File: config.mk
export PLATFORM = sky130hd
export DESIGN_NAME = apb_master
export DESIGN_NICKNAME = d
export VERILOG_FILES = /design/src/rtl/apb_master.sv
export SDC_FILE = /design/constraint.sdc
export NUM_CORES = 1
export LEC_CHECK = 0
export CAP_MARGIN = 20
export CORE_MARGIN = 1
export CORE_UTILIZATION = 41
export CTS_CLUSTER_DIAMETER = 150
export DETAILED_ROUTE_END_ITERATION = 12
export GPL_TIMING_DRIVEN = 0
export PLACE_DENSITY = 0.84
export SYNTH_ARGS = -nofsm -noshare
export SYNTH_HDL_FRONTEND = slang
export SYNTH_SLANG_ARGS = --single-unit
File: constraint.sdc
create_clock -name clk -period 2 [get_ports clk]
set_input_delay 0.4 -clock clk [delete_from_list [all_inputs] [get_ports clk]]
set_output_delay 0.4 -clock clk [all_outputs]
set_load 0.01 [all_outputs]
File: src/rtl/apb_master.sv
// APB master: turns a single valid/ready command into one APB transfer and a one-cycle response pulse.
// Out-of-range addresses are answered locally, and a wait-state counter aborts transfers that stall too long.
module apb_master #(
    parameter logic [31:0] ADDR_LO = 32'd1000,
    parameter logic [31:0] ADDR_HI = 32'd2000,
    parameter int unsigned TIMEOUT = 16
) (
    input  logic        clk,
    input  logic        rst,
    input  logic        cmd_valid,
    output logic        cmd_ready,
    input  logic        cmd_write,
    input  logic [31:0] cmd_addr,
    input  logic [31:0] cmd_wdata,
    input  logic [3:0]  cmd_strb,
    output logic        rsp_valid,
    output logic [31:0] rsp_rdata,
    output logic        rsp_err,
    output logic        rsp_timeout,
    output logic        PSEL,
    output logic        PENABLE,
    output logic        PWRITE,
    output logic [31:0] PADDR,
    output logic [31:0] PWDATA,
    output logic [3:0]  PSTRB,
    input  logic [31:0] PRDATA,
    input  logic        PREADY,
    input  logic        PSLVERR
);

    localparam int CW = (TIMEOUT > 1) ? $clog2(TIMEOUT) : 1;
    localparam logic [CW-1:0] CNT_MAX = CW'(TIMEOUT - 1);

    typedef enum logic [1:0] {IDLE, SETUP, ACCESS, DONE} state_t;

    state_t        state;
    logic [CW-1:0] cnt;
    logic          in_range;
    logic          tmo_hit;

    assign in_range  = (cmd_addr >= ADDR_LO) && (cmd_addr < ADDR_HI);
    assign tmo_hit   = (TIMEOUT != 0) && (cnt == CNT_MAX);
    // Gated by reset so the command port is closed while reset is held.
    assign cmd_ready = rst && (state == IDLE);

    always_ff @(posedge clk or negedge rst) begin
        if (!rst) begin
            state       <= IDLE;
            cnt         <= '0;
            PSEL        <= 1'b0;
            PENABLE     <= 1'b0;
            PWRITE      <= 1'b0;
            PADDR       <= '0;
            PWDATA      <= '0;
            PSTRB       <= '0;
            rsp_valid   <= 1'b0;
            rsp_rdata   <= '0;
            rsp_err     <= 1'b0;
            rsp_timeout <= 1'b0;
        end else begin
            rsp_valid <= 1'b0;
            case (state)
                IDLE: begin
                    if (cmd_valid) begin
                        if (in_range) begin
                            state   <= SETUP;
                            cnt     <= '0;
                            PSEL    <= 1'b1;
                            PENABLE <= 1'b0;
                            PWRITE  <= cmd_write;
                            PADDR   <= cmd_addr;
                            PWDATA  <= cmd_write ? cmd_wdata : 32'h0;
                            PSTRB   <= cmd_write ? cmd_strb  : 4'h0;
                        end else begin
                            // Decode error: answered without touching the bus.
                            state       <= DONE;
                            rsp_valid   <= 1'b1;
                            rsp_err     <= 1'b1;
                            rsp_timeout <= 1'b0;
                            rsp_rdata   <= '0;
                        end
                    end
                end
                SETUP: begin
                    state   <= ACCESS;
                    PENABLE <= 1'b1;
                end
                ACCESS: begin
                    if (PREADY) begin
                        state       <= DONE;
                        PSEL        <= 1'b0;
                        PENABLE     <= 1'b0;
                        rsp_valid   <= 1'b1;
                        rsp_err     <= PSLVERR;
                        rsp_timeout <= 1'b0;
                        rsp_rdata   <= PWRITE ? 32'h0 : PRDATA;
                    end else if (tmo_hit) begin
                        state       <= DONE;
                        PSEL        <= 1'b0;
                        PENABLE     <= 1'b0;
                        rsp_valid   <= 1'b1;
                        rsp_err     <= 1'b1;
                        rsp_timeout <= 1'b1;
                        rsp_rdata   <= '0;
                    end else begin
                        cnt <= cnt + 1'b1;
                    end
                end
                DONE:    state <= IDLE;
                default: state <= IDLE;
            endcase
        end
    end

endmodule

## Word level (Yosys, flattened, before mapping)

Cells that the tools add are included.

- Word-level logic and storage cells: 76
- Output and inout bits: 107
- Bits in registers: 112

- Add/subtract/negate cells: 1
- Equal/unequal tests: 10
- Reductions and logical operators: 11
- Muxes and demuxes: 40
- Magnitude comparators: 2

Operators by type and width:

| operator | count |
|---|---|
| $mux W32 | 6 |
| $pmux W32 S2 | 1 |
| $ge A32 B10 Y1 const B | 1 |
| $lt A32 B11 Y1 const B | 1 |
| $mux W4 | 5 |
| $mux W1 | 17 |
| $reduce_and A4 Y1 | 3 |
| $ne A2 B2 Y1 const B | 5 |
| $mux W2 | 4 |
| $pmux W1 S2 | 4 |
| $pmux W2 S4 | 1 |
| $pmux W4 S2 | 1 |
| $reduce_and A5 Y1 | 1 |
| $add A4 B1 Y4 const B | 1 |
| $eq A2 B2 Y1 const B | 2 |
| $eq A4 B4 Y1 const B | 1 |
| $ne A3 B3 Y1 const B | 1 |
| $pmux W1 S3 | 1 |
| $reduce_and A3 Y1 | 1 |
| $reduce_bool A3 Y1 | 1 |
| $eq A2 B1 Y1 const B | 1 |
| $logic_and A1 B1 Y1 | 2 |
| $logic_not A2 Y1 | 1 |
| $reduce_and A2 Y1 | 1 |
| $reduce_bool A2 Y1 | 1 |

## Depth between registers and ports, before layout

Gate-level depths: netlist of the first run.

- Word-level depth: 5
- Depth in mapped cells: 8
- Gate-level depth less buffers: 7

## Worst setup path before layout of the first run

Ideal clock, no wire load.

- Path type: input port to flip-flop
- Start: in cmd_addr[28]
- End: reg PENABLE
- Slack: -0.012 ns
- Arrival: 1.887 ns
- Stages on the path: 5
- Required time: 1.875 ns
- Cells stage by stage: or4_4 -> nor3_4 -> o2111ai_1 -> a211oi_1 -> mux2_2

- Cells in the longest elaborated chain, start to end: 4
- Elaborated cells between the ends (all ways): 5
- Those cells by class: order compare (2); eq/ne (1); reduce/logical (2)

Ends and longest elaborated chain:

| item | RTL line | RTL |
|---|---|---|
| start: declaration | 13 | `input logic [31:0] cmd_addr,` |
| $ge A32 B10 Y1 / $lt A32 B11 Y1 (equally long branches) | 41 | `assign in_range = (cmd_addr >= ADDR_LO) && (cmd_addr < ADDR_HI);` |
| $logic_and A1 B1 Y1 * | 41 |  |
| $ne A2 B2 Y1 (no line) * | - |  |
| $reduce_and A4 Y1 (no line) * | - |  |
| end signal: assignment | 51 | `PENABLE <= 1'b0;` |
| end signal: assignment | 69 | `PENABLE <= 1'b0;` |
| end signal: assignment | 86 | `PENABLE <= 1'b1;` |
| end: declaration | 21 | `output logic PENABLE,` |

Mark *: on every way between the ends. The rest lies on a longest branch, timed or not.
A chain may end at the register's enable or synchronous reset.

## Worst setup path in the final report of the first run

- Start: in cmd_addr[17]
- End: reg cnt[3]

- Cells in the longest elaborated chain, start to end: 4
- Elaborated cells between the ends (all ways): 5
- Those cells by class: order compare (2); eq/ne (1); reduce/logical (2)

Ends and longest elaborated chain:

| item | RTL line | RTL |
|---|---|---|
| $ge A32 B10 Y1 / $lt A32 B11 Y1 (equally long branches) | 41 |  |
| $logic_and A1 B1 Y1 * | 41 |  |
| $ne A2 B2 Y1 (no line) * | - |  |
| $reduce_and A5 Y1 (no line) * | - |  |
| end signal: assignment | 106 | `cnt <= cnt + 1'b1;` |
| end: declaration | 37 | `logic [CW-1:0] cnt;` |

Marks and branches as above.

==> qor.csv, run 1 <==
metric;value;unit
outcome;completed;
crit path DAT;2.22;ns
Layout fillers;824;
TritonCTS Buffers;9;
placed cells;755;
Pre-antenna DRT Iters;5;
Unique masters post-synth;38;
PwrDens;908;mW/mm^2
Min-Delay Path Class;input pin to asynchronous set/reset pin;
Max stage delay cell, worst path;clkdlybuf4s50_1;
register area share after synthesis;63.1;%
CTS tree;yes;
register share of total power;43.1;%
Pleak;0.00335;uW
Core Area;0.0104;mm^2
# DRC;0;
fmax;507;MHz
largest net degree at the start of global routing;62;
I/O pin cnt;213;
max-slew violations;0;
crit end category;register;
Final Non-Filler Cells;777;
Synth Area per Inst;10.9;um^2
mapped cell area;0.00444;mm^2
antenna diode instance count;0;
crit-path cells;clkdlybuf4s50_1, nor4_2, and4_4, o2111a_2, o21ai_4, a221o_1;
MaxCap Viol Count;0;
Longest Clk Path Bufs;2;
vias in the first global route;4049;
Die Span Y;106;um
# H-tree levels;3;
Sinks on Clock Net;112;
RePlAce Congestion;0.827;
relative slew slack;47.7;%
clk_lat worst skew;0.36;ns
Post-Route WL;12800;um
Sw Share;30.7;%
Pint;4510;uW
Yosys reg bits;112;
DR vias;3943;
Net Count, Synth;518;
CP Max Fanout;6;
Root Buffer;clkbuf_8;
layout cells sized above 1;10.5;%
logic gate share of total power;35.6;%
minimum clock period;1.97;ns
hold_buf cts;0;
GRT Residual Overflow;0;
detailed placer's ending HPWL;9460;um
Mapped Cells;407;
worst path required time;2.25;ns
Tcrit/Tclk final;98.7;%
final setup fails;0;
wire per inst;16.5;um
Setup Crit Path Kind;input pin to register;
die area;0.0112;mm^2
CP Launch Type;input pin;
VDD IR-drop max;713;uV
clk_skew;0.00707;ns
Reg clk slew, reported paths;0.10;ns
Yosys warnings;0;
Net count, final;747;
row count;37;
Fin. Hold Viols;0;
First DRT Iteration DRCs;231;
worst slack at placement;-0.849;ns
chip width;106;um
max incr delay on CP;0.42;ns
gr usage total;22.8;%
Worst-Margin Slew;0.785;ns
RSZ-0062 raised after global routing;yes;
Starting Density;42.6;%
initial antenna violation count;0;
input/output buffers;211;
Switching Power;2000;uW
Routed Antenna Nets;0;
vias per inst;5.07;
final worst slack;0.0264;ns
growth of design area from synthesis to finish;61.5;%
Clock power frac;21.3;%
first-pass GRT wire length;20000;um
registers in the layout, summed over array words and instances, names as in the netlist:
register     flops
PWDATA          32
PSEL             1
cnt              4
state            2
PADDR           32
rsp_rdata       32
PWRITE           1
rsp_err          1
PENABLE          1
rsp_valid        1
PSTRB            4
rsp_timeout      1
routing by layer:
layer  vias to the layer above  routed length (um)  track usage [%]
met1                      1902                5210             28.3
li1                       1845                   -                -
met3                        21                 694             3.86
met2                       175                6640             39.9
met4                         0                 254             8.63
met5                         -                   0                0
synthesized netlist by cell type, drive strengths merged:
master	instances	area share, %
o221ai	1	0.20
and2	24	3.4
a221o	1	0.23
o2111a	1	0.28
nand4	1	0.14
nand3b	1	0.17
nand2b	1	0.14
o2111ai	4	0.79
a21oi	3	0.34
a22o	33	6.5
a31oi	2	0.28
o211ai	2	0.45
and4	1	0.20
nor2	8	0.68
buf	16	2.4
and3	1	0.14
dfrtp	112	63
nor2b	2	0.28
clkbuf	9	0.76
nand3	38	4.3
nor3	4	0.70
ha	5	1.4
a32o	2	0.45
or3	1	0.14
or4	1	0.25
a211oi	1	0.17
o21a	1	0.17
inv	4	0.34
o21ai	4	0.45
nor4	4	0.56
mux2	3	0.76
nand2	116	9.8
metrics by stage:
step	power [uW]	hold WS, ns	cell area [um^2]	TNS, ns	util [%]
final	6510	0.112	7170	0	68.8
after floorplan	3890	0.104	4440	-0.0120	-
after CTS	6520	0.126	7100	0	68.2
after global placement	4880	0.451	6720	-470.89	64.5
after detailed placement	4980	0.456	6750	-69.98	64.8
after global routing	6840	0.157	7170	-0.471	68.8
final cells by class:
type                            instances  area [um^2]  share of cell area [%]
Buffer                                 23          178                    2.48
Inverter                                4         15.0                   0.209
Tap cell                              136          170                    2.37
Clock inverter                          6         66.3                   0.925
Clock buffer                           10          138                    1.92
Multi-Input combinational cell        266         1600                    22.3
Timing Repair Buffer                  220         2200                    30.7
Sequential cell                       112         2800                    39.1
power by group through the flow:
stage          logic, uW  registers (uW)  clock network (uW)
6_report            2310            2810                1390
5_1_grt             2490            2850                1500
4_1_cts             2290            2810                1420
3_5_place_dp        2130            2850                   0
3_3_place_gp        2040            2840                   0
2_1_floorplan        942            2950                   0
path summary, 6_finish.rpt:
| path | start | end | slack, ns | cells past startpoint |
|---|---|---|---|---|
| max | cmd_addr[17] | cnt[3]$_DFFE_PN0P_ | 0.03 | 6 |
| min | rst | PADDR[27]$_DFFE_PN0P_ | 0.11 | 1 |
| min reg2reg | PWDATA[28]$_DFFE_PN0P_ | PWDATA[28]$_DFFE_PN0P_ | 0.48 | 2 |
| min in group clk | cmd_addr[8] | PADDR[8]$_DFFE_PN0P_ | 0.39 | 3 |
| max reg2reg | state[1]$_DFFE_PN0P_ | cnt[3]$_DFFE_PN0P_ | 0.10 | 7 |
| max in group asynchronous | rst | rsp_rdata[10]$_DFFE_PN0P_ | 1.17 | 2 |
cell usage in the layout, fill, tap and decap left out, types with 2 or more instances in the layout:
cell type          n
clkdlybuf4s50_1  202
a32o_1             2
a22o_1            33
nand3_1           38
dlygate4sd2_1      6
mux2_2             3
buf_1              2
clkbuf_4           3
nor4_2             2
o2111ai_4          2
nor4_1             2
clkbuf_1           3
nor2_1             7
nor3_1             2
o21ai_0            2
dfrtp_1          112
ha_1               3
inv_6              2
clkbuf_8          11
clkbuf_2           5
ha_2               2
a21oi_1            3
nand2_1          115
clkinv_2           2
inv_1              4
buf_4              9
and2_1            24
a31oi_1            2
nor3_4             2
nor2b_1            2
buf_6              7
timing repair:
action,CTS,global route
resized for setup,37,22
pin swaps,15,6
cloned,0,0
setup endpoints to repair,110,97
buffers inserted,7,2
cell families (layout without fill, tap and decap cells):
logic type                 Yosys count  in the layout  share of synthesized area [%]
and+or+nand+nor                    203            203                           20.9
AOI/OAI and AO/OA                   55             55                           10.3
muxes                                3              3                          0.761
DFF                                112            112                           63.1
buffers and inverters               29            263                           3.49
adders and majority gates            5              5                           1.41
critical path, delay by kind of cell:
kind | cells | cell delay (ns)
buffers and inverters | 1 | 0.42
and+or+nand+nor | 2 | 0.64
AOI/OAI and AO/OA | 3 | 0.76
Note: power is estimated with default switching activity, not from simulation.
==> run 2, diff against run 1 <==
==> constraint.sdc (replaced) <==
create_clock -name clk -period 2 [get_ports clk]
set_input_delay 0.4 -clock clk [delete_from_list [all_inputs] [get_ports clk]]
set_output_delay 0.4 -clock clk [all_outputs]
set_load 0.05 [all_outputs]
==> qor.csv, run 2 (synthesized netlist as in run 1, its figures left out) <==
metric;value;unit;change
worst path required time;1.60;ns;was 2.25 ns
GRT Residual Overflow;0;;unchanged
Starting Density;42.6;%;unchanged
Die Span Y;106;um;unchanged
outcome;completed;;unchanged
chip width;106;um;unchanged
Final Cell Area;0.00729;mm^2;was 0.00717 mm^2
MaxCap Viol Count;0;;unchanged
CP top delay family;buffers and inverters;;was compound AO/OA/AOI/OAI gates
die area;0.0112;mm^2;unchanged
row count;37;;unchanged
gr usage total;22.4;%;was 22.8%
Reg clk slew, reported paths;0.10;ns;about the same
Min-Delay Path Class;input pin to asynchronous set/reset pin;;unchanged
Post-Route WL;12400;um;was 12800 um
crit-path cells;clkdlybuf4s50_1;;was clkdlybuf4s50_1, nor4_2, and4_4, o2111a_2, o21ai_4, a221o_1
VDD IR-drop max;951;uV;was 713 uV
I/O pin cnt;213;;unchanged
largest net degree at the start of global routing;60;;was 62
Max stage delay cell, worst path;clkdlybuf4s50_1;;unchanged
wire per inst;15.9;um;was 16.5 um
Setup Crit Path Kind;register to output pin;;was input pin to register
max-slew violations;0;;unchanged
growth of design area from synthesis to finish;64.3;%;was 61.5%
gr busiest metal;met2;;unchanged
clk_lat worst skew;0.37;ns;was 0.36 ns
Longest Clk Path Bufs;2;;unchanged
Routed Antenna Nets;0;;unchanged
CTS tree;yes;;unchanged
clk_skew;0.0113;ns;was 0.00707 ns
minimum clock period;1.96;ns;was 1.97 ns
DR vias;3896;;was 3943
PwrDens;1010;mW/mm^2;was 908 mW/mm^2
Sinks on Clock Net;112;;unchanged
Placement Cell Area;0.00675;mm^2;unchanged
initial antenna violation count;0;;unchanged
Pre-antenna DRT Iters;4;;was 5
CP Launch Type;register;;was input pin
antenna diode instance count;0;;unchanged
crit end category;output pin;;was register
# H-tree levels;3;;unchanged
met3 Use GR;4.11;%;was 3.86%
TritonCTS Buffers;9;;unchanged
vias in the first global route;3957;;was 4049
most common cell after layout, fill and taps aside;clkdlybuf4s50_1;;unchanged
met1 usage;27.7;%;was 28.3%
Worst-Margin Slew;0.708;ns;was 0.785 ns
CP Max Fanout;2;;was 6
worst slack at placement;-0.820;ns;was -0.849 ns
vias per inst;5.01;;was 5.07
input/output buffers;211;;unchanged
relative slew slack;52.8;%;was 47.7%
Buf+Inv Stages, Crit Path;1;;unchanged
Layout fillers;760;;was 824
final worst slack;0.0370;ns;was 0.0264 ns
max incr delay on CP;0.82;ns;was 0.42 ns
crit path DAT;1.56;ns;was 2.22 ns
Pleak;0.00388;uW;was 0.00335 uW
commonest non-fill, non-tap cells in the layout;170 x clkdlybuf4s50_1, 115 x nand2_1, 112 x dfrtp_1;;was 202 x clkdlybuf4s50_1, 115 x nand2_1, 112 x dfrtp_1
fmax;509;MHz;was 507 MHz
layout cells sized above 1;10.9;%;was 10.5%
Largest regs;PADDR: 32 flops, PWDATA: 32 flops, rsp_rdata: 32 flops;;unchanged
final setup fails;0;;unchanged
routing usage on met2;39.6;%;was 39.9%
detailed placer's ending HPWL;9240;um;was 9460 um
first-pass GRT wire length;19600;um;was 20000 um
Net count, final;748;;was 747
Core Area;0.0104;mm^2;unchanged
First DRT Iteration DRCs;250;;was 231
RePlAce Congestion;0.806;;was 0.827
Tcrit/Tclk final;98.1;%;was 98.7%
Root Buffer;clkbuf_8;;unchanged
Fin. Hold Viols;0;;unchanged
# DRC;0;;unchanged
[run 2: cell types whose count changed in the layout (fill, tap and decap cells not counted), sizes merged]
cell           previous run  this run
buf                      22        27
clkbuf                   22        17
clkdlybuf4s50           202       170
clkinv                    3         5
dlymetal6s2s              1        33
inv                       6         5
[run 2: final cells by class]
class	count	area [um^2]	share of cell area (%)
Tap cell	136	170	2.33
Timing Repair Buffer	221	2330	31.9
Inverter	4	15.0	0.206
Clock buffer	9	124	1.70
Sequential cell	112	2800	38.4
Buffer	23	190	2.61
Clock inverter	7	71.3	0.978
Multi-Input combinational cell	266	1590	21.8
[run 2: timing repair]
item                       4_1_cts  5_1_grt
hold buffers                     0        0
pin swaps                       12        6
setup buffers                    8        1
hold endpoints to repair         0        0
setup endpoints to repair      112      129
resized for setup               51       48
[run 2: through the flow]
step | power (uW) | hold WS (ns) | std cells | TNS [ns] | utilization [%]
3_3_place_gp | 5730 | 0.449 | 754 | -469.16 | 64.5
3_5_place_dp | 5830 | 0.456 | 755 | -70.57 | 64.8
6_report | 7350 | 0.0629 | 778 | 0 | 70.0
5_1_grt | 7680 | 0.109 | 778 | -0.00643 | 70.0
2_1_floorplan | 4720 | 0.104 | 407 | -0.0120 | -
4_1_cts | 7330 | 0.0922 | 777 | 0 | 68.8
[run 2: final timing paths]
| path | cells after the start | endpoint | slack, ns | startpoint |
|---|---|---|---|---|
| worst max-delay path | 1 | PWDATA[25] | 0.04 | PWDATA[25]$_DFFE_PN0P_ |
| worst min-delay path | 1 | PWDATA[15]$_DFFE_PN0P_ | 0.06 | rst |
| worst max register to register | 8 | cnt[1]$_DFFE_PN0P_ | 0.08 | state[0]$_DFFE_PN0P_ |
| worst min register to register | 2 | PWDATA[29]$_DFFE_PN0P_ | 0.47 | PWDATA[29]$_DFFE_PN0P_ |
| max in group asynchronous | 2 | PADDR[13]$_DFFE_PN0P_ | 1.21 | rst |
| min in group clk | 3 | PADDR[9]$_DFFE_PN0P_ | 0.28 | cmd_addr[9] |
[run 2: power by group]
| part | total [uW] | switching [uW] | internal [uW] |
|---|---|---|---|
| registers | 2820 | 217 | 2600 |
| logic | 3180 | 1870 | 1310 |
| clock network | 1350 | 767 | 583 |
[run 2: layer usage]
metal  vias to the layer above  share of wire, %
met5                         -                 0
met4                         0               1.8
met3                        21               5.9
met2                       166                52
met1                      1866                40
li1                       1843                 -
==> run 3, diff against run 2 <==
--- a/config.mk
+++ b/config.mk
@@ -5,6 +5,7 @@
 export SDC_FILE = /design/constraint.sdc
 export NUM_CORES = 1
 export LEC_CHECK = 0
+export ABC_CLOCK_PERIOD_IN_PS = 2000
 export CAP_MARGIN = 20
 export CORE_MARGIN = 1
 export CORE_UTILIZATION = 41
==> results of run 3 <==
The final DEF is identical to that of run 2; final timing and power are the same.
